## src/rtl/sdm_mash.sv

```systemverilog
// Third-order MASH 1-1-1 sigma-delta modulator for a fractional-N divider.
// Each cycle div_ctrl = N + y (mod 64), y in -3..+4, so the mean ratio is N + din/2^w.

module sdm_acc_stage #(
   parameter int w = 16
) (
   input  logic [w-1:0] acc,
   input  logic [w-1:0] x,
   output logic [w-1:0] s,
   output logic         c
);
   always_comb {c, s} = {1'b0, acc} + {1'b0, x};
endmodule

module sdm_mash #(
   parameter int w = 16
) (
   input  logic                clk,
   input  logic                rstn,
   input  logic [w-1:0]        din,
   input  logic [5:0]          N,
   output logic signed [5:0]   div_ctrl,
   output logic [w-1:0]        sdm_qn
);
   localparam int STAGES = 3;

   logic [STAGES-1:0][w-1:0] acc_q;
   logic [STAGES-1:0][w-1:0] stg_in;
   logic [STAGES-1:0][w-1:0] stg_s;
   logic [STAGES-1:0]        stg_c;
   logic                     d2, d3a, d3b;
   logic signed [3:0]        y;
   logic [5:0]               div_nxt;

   // Each stage integrates the residue of the stage before it.
   genvar g;
   generate
      for (g = 0; g < STAGES; g++) begin : g_stage
         if (g == 0) begin : g_first
            assign stg_in[g] = din;
         end else begin : g_chain
            assign stg_in[g] = stg_s[g-1];
         end
         sdm_acc_stage #(.w(w)) u_stage (
            .acc (acc_q[g]),
            .x   (stg_in[g]),
            .s   (stg_s[g]),
            .c   (stg_c[g])
         );
      end
   endgenerate

   // Noise-cancellation network: c1 + (1-z^-1)c2 + (1-z^-1)^2 c3
   always_comb begin
      y = $signed({3'b000, stg_c[0]})
        + $signed({3'b000, stg_c[1]})
        - $signed({3'b000, d2})
        + $signed({3'b000, stg_c[2]})
        - $signed({2'b00, d3a, 1'b0})
        + $signed({3'b000, d3b});
      div_nxt = N + {{2{y[3]}}, y};
   end

   always_ff @(posedge clk) begin
      if (!rstn) begin
         acc_q    <= '0;
         d2       <= 1'b0;
         d3a      <= 1'b0;
         d3b      <= 1'b0;
         div_ctrl <= '0;
      end else begin
         acc_q    <= stg_s;
         d2       <= stg_c[1];
         d3a      <= stg_c[2];
         d3b      <= d3a;
         div_ctrl <= $signed(div_nxt);
      end
   end

   assign sdm_qn = acc_q[STAGES-1];
endmodule

```

## config.mk

```make
export PLATFORM = sky130hd
export DESIGN_NAME = sdm_mash
export DESIGN_NICKNAME = d
export VERILOG_FILES = /design/src/rtl/sdm_mash.sv
export SDC_FILE = /design/constraint.sdc
export NUM_CORES = 1
export LEC_CHECK = 0
export ABC_CLOCK_PERIOD_IN_PS = 13600
export CAP_MARGIN = 20
export CORE_MARGIN = 1
export CORE_UTILIZATION = 61
export DETAILED_ROUTE_END_ITERATION = 6
export GPL_TIMING_DRIVEN = 0
export HOLD_SLACK_MARGIN = 0.05
export PLACE_DENSITY = 0.85
export SETUP_SLACK_MARGIN = 0.2
export SYNTH_ARGS = -nofsm -noshare
export SYNTH_HDL_FRONTEND = slang
export SYNTH_SLANG_ARGS = --single-unit
```

## constraint.sdc

```tcl
create_clock -name clk -period 13.6 [get_ports clk]
set_input_delay 2.04 -clock clk [delete_from_list [all_inputs] [get_ports clk]]
set_output_delay 2.04 -clock clk [all_outputs]
set_load 0.005 [all_outputs]
```

==> results.sh <==
export IMPL_cts_made_buffers=9
export IMPL_timing_fmax_mhz=121.1
export IMPL_wl_per_cell_um=15.09
export IMPL_die_area_um2=7799
export IMPL_synth_cell_type_count=60
export IMPL_syn_avg_cell_area_um2=8.400
export IMPL_post_cts_buffers=0
export IMPL_io_pins=46
export IMPL_clk_pin_slew_ns=0.07
export IMPL_detail_route_antenna_nets=0
export IMPL_start_util_pct=62.99
export IMPL_fin_skew_ns=0.01242
export IMPL_io_buffers=44
export IMPL_area_delta_synth_final_pct=17.76
export IMPL_critPathKind="in2reg"
export IMPL_synth_flop_cell="dfxtp_1"
export IMPL_synth_simple_area_share_pct=18.75
export IMPL_ys_ff_latch=57
export IMPL_post_route_period_util_pct=60.74
export IMPL_ctsLongestPathBuffers=2
export IMPL_maxCapViolCount=0
export IMPL_clk_latency_ns=0.36
export IMPL_yosys_warnings=0
export IMPL_design_core_area_um2=7214
export IMPL_gr_total_overflow=0
export IMPL_cp_arrival_ns=8.47
export IMPL_globalplace_congestion=0.9515
export IMPL_syn_nets=632
export IMPL_slew_violations=0
export IMPL_drtIter0Drc=273
export IMPL_routed_wirelength_um=10560
export IMPL_grt_max_degree=11
export IMPL_synthAdderAreaFrac_pct=19.44
export IMPL_fin_nets=687
export IMPL_grt_total_usage_pct=28.78
export IMPL_fill_cells=560
export IMPL_synth_cells=541
export IMPL_cp_max_fo=8
export IMPL_layout_drive_gt1_share_pct=8.819
export IMPL_hold_viol_final=0
export IMPL_cts_tree="yes"
export IMPL_antenna_cells=0
export IMPL_synthesis_area_um2=4544
export IMPL_ys_seq_area_share_pct=25.11
export IMPL_setup_violations=0
export IMPL_synth_top_area_share_pct=25.11
export IMPL_synth_xor_area_share_pct=5.782
export IMPL_fin_tns_setup_ns=0
export IMPL_rows=31
export IMPL_run_status="finished, final reports clean"
export IMPL_grt_pass1_vias=3813
export IMPL_cts_repair_resized=0
export IMPL_synth_top_family_by_area="compound AO/OA/AOI/OAI gates"
export IMPL_vias_per_cell=5.953
export IMPL_ctsHoldBuffers=0
export IMPL_antenna_found_initial=0
export IMPL_cp_slowest_cell="ha_1"
export IMPL_muxShareOfSynthArea_pct=2.643
export IMPL_die_h_um=88.31
export IMPL_end_kind="flop"
export IMPL_period_minus_slack_ns=8.260
export IMPL_maxSlewHeadroom_pct=56.57
export IMPL_async_flop_share_pct=0
export IMPL_synth_edf_count=0
export IMPL_synth_area_leaders="dfxtp_1, ha_1, a21oi_1"
export IMPL_firstDrtPassIters=5
export IMPL_worst_pin_slew_ns=0.6515
export IMPL_drc_errors=0
export IMPL_cpPeakStageDelay_ns=0.42
export IMPL_grt_pass1_wl_um=17180
export IMPL_clock_sinks=57
export IMPL_hp_class="reg2reg"
export IMPL_die_x_um=88.31
export IMPL_rsz0062_at_grt="false"
export IMPL_routed_via_count=4167
export IMPL_synth_compound_area_share_pct=21.56
export IMPL_cts_root_buf="clkbuf_8"
export IMPL_required_ns=13.81
export IMPL_cp_start_kind="input pin"
export IMPL_hpwlAfterDp_um=8134
export IMPL_h_tree_depth=3
export IMPL_synth_area_leader_cell="dfxtp_1"
export IMPL_cpMostUsedCell="ha_1"
## registers in the layout, summed over array words and instances, names as in the netlist
signal	cells
acc_q	32
d3a	1
sdm_qn	16
div_ctrl	6
d3b	1
d2	1
## synth_stat cells (all sizes together), types with 4 or more instances
master   n
a211oi   5
a21o    20
a21oi   44
a31oi    8
and2    22
buf     25
clkbuf  12
dfxtp   57
fa       6
ha      61
inv     24
mux2i   12
nand2   42
nand2b  13
nand3   10
nand4   12
nor2    40
nor3    15
o211ai   4
o21a    10
o21ai   18
or2      4
xnor2   17
xor2    13
## per-layer routing
metal  GRT usage [%]  vias to the layer above  share of wire (%)
met2           48.88                      143                 48
met3           4.478                       34                4.6
li1                -                     2050                  -
met1           36.29                     1940                 45
met5               0                        -                  0
met4           12.17                        0                2.8
## kinds of logic after synthesis
group                    count (synthesis)
AO/OA/AOI/OAI                          142
multiplexers                            12
adder cells (fa/ha/maj)                 67
buffers and inverters                   61
AND/OR/NAND/NOR                        172
flip-flops                              57
XOR/XNOR                                30
## stage by stage
stage	std cells	hold slack, ns	area (µm²)	setup WS [ns]	util [%]
6_report	700	0.4940	5351	5.340	74.18
5_1_grt	700	0.5194	5351	4.974	74.18
4_1_cts	700	0.4943	5351	5.422	74.18
3_5_place_dp	684	0.4850	5109	5.046	70.81
3_3_place_gp	684	0.4671	5109	5.178	70.81
2_1_floorplan	541	0.4494	4544	6.243	-
## worst paths after layout
path,from,end,slack (ns),cells after the start
setup / recovery,din[0],div_ctrl[5],5.34,27
hold reg to reg,d3a,d3b,0.49,2
setup reg to reg,acc_q[0],div_ctrl[5],7.16,26
hold / removal,d3a,d3b,0.49,2
## area by class of cell
class | count | area (µm²) | share of cell area, %
plain buffers | 37 | 215.2 | 4.022
multi-input cells | 423 | 3098 | 57.89
repair buffers | 44 | 440.4 | 8.230
clock buffers | 10 | 137.6 | 2.572
clock inverters | 6 | 105.1 | 1.964
flip-flops and latches | 57 | 1141 | 21.32
inverters | 24 | 90.09 | 1.683
well taps | 99 | 123.9 | 2.315
## cells in the final DEF, fill, tap and decap left out, types with 15 or more instances in the layout
| cell type | Yosys | final |
|---|---|---|
| clkdlybuf4s50_1 | 0 | 44 |
| buf_4 | 16 | 16 |
| o21ai_0 | 17 | 17 |
| dfxtp_1 | 57 | 57 |
| and2_1 | 21 | 21 |
| nor3_1 | 15 | 15 |
| ha_1 | 61 | 61 |
| nand2_1 | 42 | 42 |
| nor2_1 | 40 | 40 |
| xnor2_1 | 17 | 17 |
| a21o_1 | 20 | 20 |
| inv_1 | 24 | 24 |
| a21oi_1 | 42 | 42 |
## critical path, delay by kind of cell
| kind | cells | cell delay (ns) |
|---|---|---|
| XOR/XNOR | 2 | 0.35 |
| AND/OR/NAND/NOR | 4 | 0.55 |
| AO/OA/AOI/OAI | 12 | 2.59 |
| buffers and inverters | 2 | 0.46 |
| adder cells (fa/ha/maj) | 7 | 2.47 |
Power is left out: the tool's default activity adds up to more than one toggle a clock period on the data nets, which glitch-free logic cannot reach.
==> edit 1 (same settings) <==
Register the inputs `din` and `N` before use. The logic sees them one clock later. Comments in the files are not updated.
--- a/src/rtl/sdm_mash.sv
+++ b/src/rtl/sdm_mash.sv
@@ -25,4 +25,12 @@
    localparam int STAGES = 3;
 
+   logic [w-1:0] din_q;
+   logic [5:0] N_q;
+
+   always_ff @(posedge clk) begin
+      din_q <= din;
+      N_q   <= N;
+   end
+
    logic [STAGES-1:0][w-1:0] acc_q;
    logic [STAGES-1:0][w-1:0] stg_in;
@@ -38,5 +46,5 @@
       for (g = 0; g < STAGES; g++) begin : g_stage
          if (g == 0) begin : g_first
-            assign stg_in[g] = din;
+            assign stg_in[g] = din_q;
          end else begin : g_chain
             assign stg_in[g] = stg_s[g-1];
@@ -59,5 +67,5 @@
         - $signed({2'b00, d3a, 1'b0})
         + $signed({3'b000, d3b});
-      div_nxt = N + {{2{y[3]}}, y};
+      div_nxt = N_q + {{2{y[3]}}, y};
    end
 
Check against the original RTL: not equivalent (Yosys sat finds a counterexample within 4 cycles, from zero or initial values and one cycle with rstn low).
==> edit 1 against the original RTL <==
Synthesized cell count up 4.3%; design area up 9.1%; wire length up 3.7%; worst setup slack better by 1.6 ns; non-clock buffer count down 3; critical endpoint is now div_ctrl[4]; cell count up 3.9%; sequential cell count up 22; area after synthesis up 10%.
Power is left out: the tool's default activity adds up to more than one toggle a clock period on the data nets, which glitch-free logic cannot reach.
==> edit 1: results <==
[run_status]
status = complete, no violations

[sta]
relSlewSlack_pct = 56.9
finalClockSkew_ns = 0.0113
fin_hold_ws_ns = 0.521

[synthesis]
ys_types = 61
syn-mean-instance-area_um2 = 8.89
seq_area_frac_synth_pct = 31.5
synthTopCellsByCount = dfxtp_1 (79), ha_1 (61), a21oi_1 (45), nand2_1 (40), nor2_1 (30)

[placement]
gp_congestion = 0.923
place_area_um2 = 5590
io_buffers = 45

[worst_setup_path]
arrival_ns = 6.87
rr_startpoint = din_q[0]
critPathSlowestCell = fa_1
crit_path_max_fanout = 10
slowest_delay_ns = 0.47
rr_worst_depth = 29
start_kind = flip-flop

[route]
wl_um = 11000
drt_iter0_drc = 224
vias = 4253

[cells_and_area]
nets = 711
drive_gt1_share_pct = 8.32

[global_route]
track_usage_pct = 27.1
grt_pass1_wl_um = 18400
grt_pass1_vias = 4094
-- edit 1: changes by cell type after synthesis, sizes merged, moves of 6 or more --
cell and delta:
o211ai +7, a21o -6, a31oi -6, nor2 -10
inv +6, o21ai +8, dfxtp +22, nand4 -7
-- edit 1: cell families after synthesis --
family | share of synthesized area [%]
simple gates | 16.3
buf+inv | 6.66
mux | 2.02
xor+xnor | 5.59
compound gates | 20.3
fa+ha+maj | 17.6
flops | 31.5
-- edit 1: area by class of cell --
type                            instances  area [µm²]
Multi-Input combinational cell        422        3100
Clock inverter                          6         108
Fill cell                             610        2010
Timing Repair Buffer                   45         450
Sequential cell                        79        1580
Clock buffer                           10         138
Tap cell                              102         128
Buffer                                 33         221
Inverter                               30         113
-- edit 1: routing by layer --
layer  GRT usage, %  up-vias  wire length (µm)
li1               -     2111                 -
met1           32.6     1999              4910
met2           47.4      123              5280
met3           5.42       20               537
met4           10.1        0               225
met5              0        -                 0
==> edit 2 (config.mk and constraints unchanged) <==
Without the edit above. `w` is set to 16 in 2 places; all go to 32.
--- a/src/rtl/sdm_mash.sv
+++ b/src/rtl/sdm_mash.sv
@@ -3,5 +3,5 @@
 
 module sdm_acc_stage #(
-   parameter int w = 16
+   parameter int w = 32
 ) (
    input  logic [w-1:0] acc,
@@ -14,5 +14,5 @@
 
 module sdm_mash #(
-   parameter int w = 16
+   parameter int w = 32
 ) (
    input  logic                clk,
Interface: changed (resized din and sdm_qn); port bits go from 46 to 78. No check against the original RTL was run, so the function may have changed too.
==> edit 2 against the original RTL <==
Sequential share of layout area is 0.76 points lower; area after synthesis up 97%; wire length up 120%; cell count is 100% higher; design area rose by 91%; sequential cell count rose by 48; count of clock-buffer cells in the layout grew 1; core utilization shrank 1.7 points; worst setup slack worse by 2.0 ns; synthesized cell count up 110%; critical path type unchanged; largest cell class unchanged.
Power is not shown: default switching activity piles up to over one toggle a cycle in this logic, so the estimate is an artifact.
==> edit 2: results <==
[global_route]
grt_pass1_vias = 7738
track_usage_pct = 30.9
antenna_found_initial = 1
grt_pass1_wl_um = 36700
grt_max_degree = 18

[cells_and_area]
top_register = acc_q
drive_gt1_share_pct = 5.34
largest_register_ffs = 64

[synthesis]
syn-mean-instance-area_um2 = 7.96
ys_types = 70
synthTopCellsByCount = ha_1 (107), a21oi_1 (105), dfxtp_1 (105), nand2_1 (90), nor2_1 (80)
synth-xor-area-share_pct = 7.44
syn_nets = 1277
seq_area_frac_synth_pct = 23.5
synth_adder_area_share_pct = 16.3
synthMuxAreaShare_pct = 1.79
synth_compound_area_share_pct = 24.5
synth.area.top_cells = dfxtp_1 (24%), ha_1 (15%), a21oi_1 (5.9%)

[route]
drt_iter0_drc = 716
wl_per_cell_um = 16.5
viasPerCell = 6.12
wl_um = 23000

[min_path]
worstHoldPathType = flip-flop to flip-flop
worstHoldStart = d3a
hold_depth = 2

[clock_network]
clk_pin_slew_ns = 0.07
cts_resized = 0
insertion_delay_ns = 0.36
cts-root-buf = clkbuf_16
cts_setup_buffers = 0

[worst_setup_path]
arrival_ns = 10.43
crit_path_max_fanout = 9
critPathSlowestCell = nor4_1
r2r_end = div_ctrl[5]
r2r_slack_ns = 5.21
slowest_delay_ns = 0.58
rr_worst_depth = 34

[placement]
gp_congestion = 0.961
place_area_um2 = 9940
pre_cts_ws_ns = 3.33
hpwl_um = 18100
io_buffers = 77
dpl.cell_count = 1381

[sta]
worstMarginPinSlew_ns = 0.947
fin_hold_ws_ns = 0.492
finalClockSkew_ns = 0.00810

[run_status]
status = complete, no violations
edit 2: cell types whose count changed in the layout (fill, tap and decap cells not counted), sizes merged, moves of 40 or more:
| cell | change |
|---|---|
| a21oi | +61 |
| dfxtp | +48 |
| ha | +46 |
| nand2 | +48 |
| nor2 | +40 |
| o21ai | +41 |
edit 2: layout make-up:
| class | instances | area [µm²] |
|---|---|---|
| inverter | 44 | 165 |
| clock inverter | 5 | 38.8 |
| sequential | 105 | 2100 |
| tap | 180 | 225 |
| fill | 1126 | 3880 |
| multi-input combinational | 900 | 6270 |
| clock buffer | 11 | 243 |
| timing repair buffer | 77 | 771 |
| buffer | 75 | 404 |
edit 2: worst max-delay path by stage:
stage / from / end / slack, ns / cells past startpoint
after floorplan: din[0] / div_ctrl[5] / 5.14 / 33
after global routing: din[0] / div_ctrl[5] / 2.82 / 35
after CTS: din[0] / div_ctrl[5] / 3.72 / 35
after global placement: din[0] / div_ctrl[5] / 3.56 / 35
after detailed placement: din[0] / div_ctrl[5] / 3.33 / 35
final: din[0] / div_ctrl[5] / 3.39 / 35
edit 2: worst max-delay path, delay by kind of cell:
| family | cells | cell delay [ns] |
|---|---|---|
| buffers and inverters | 5 | 1.14 |
| AOI/OAI and AO/OA | 12 | 2.49 |
| adders and majority gates | 7 | 2.19 |
| and+or+nand+nor | 8 | 2.17 |
| xor gates and xnor gates | 3 | 0.41 |
edit 2: layer usage:
layer	vias to the layer above	part of all wire [%]	GRT usage [%]	wire length, µm
met3	56	8.0	5.72	1830
met4	2	2.6	11.2	601
met2	362	45	50.3	10300
met5	-	0.056	0	13
li1	4198	-	-	-
met1	3936	45	40.8	10300
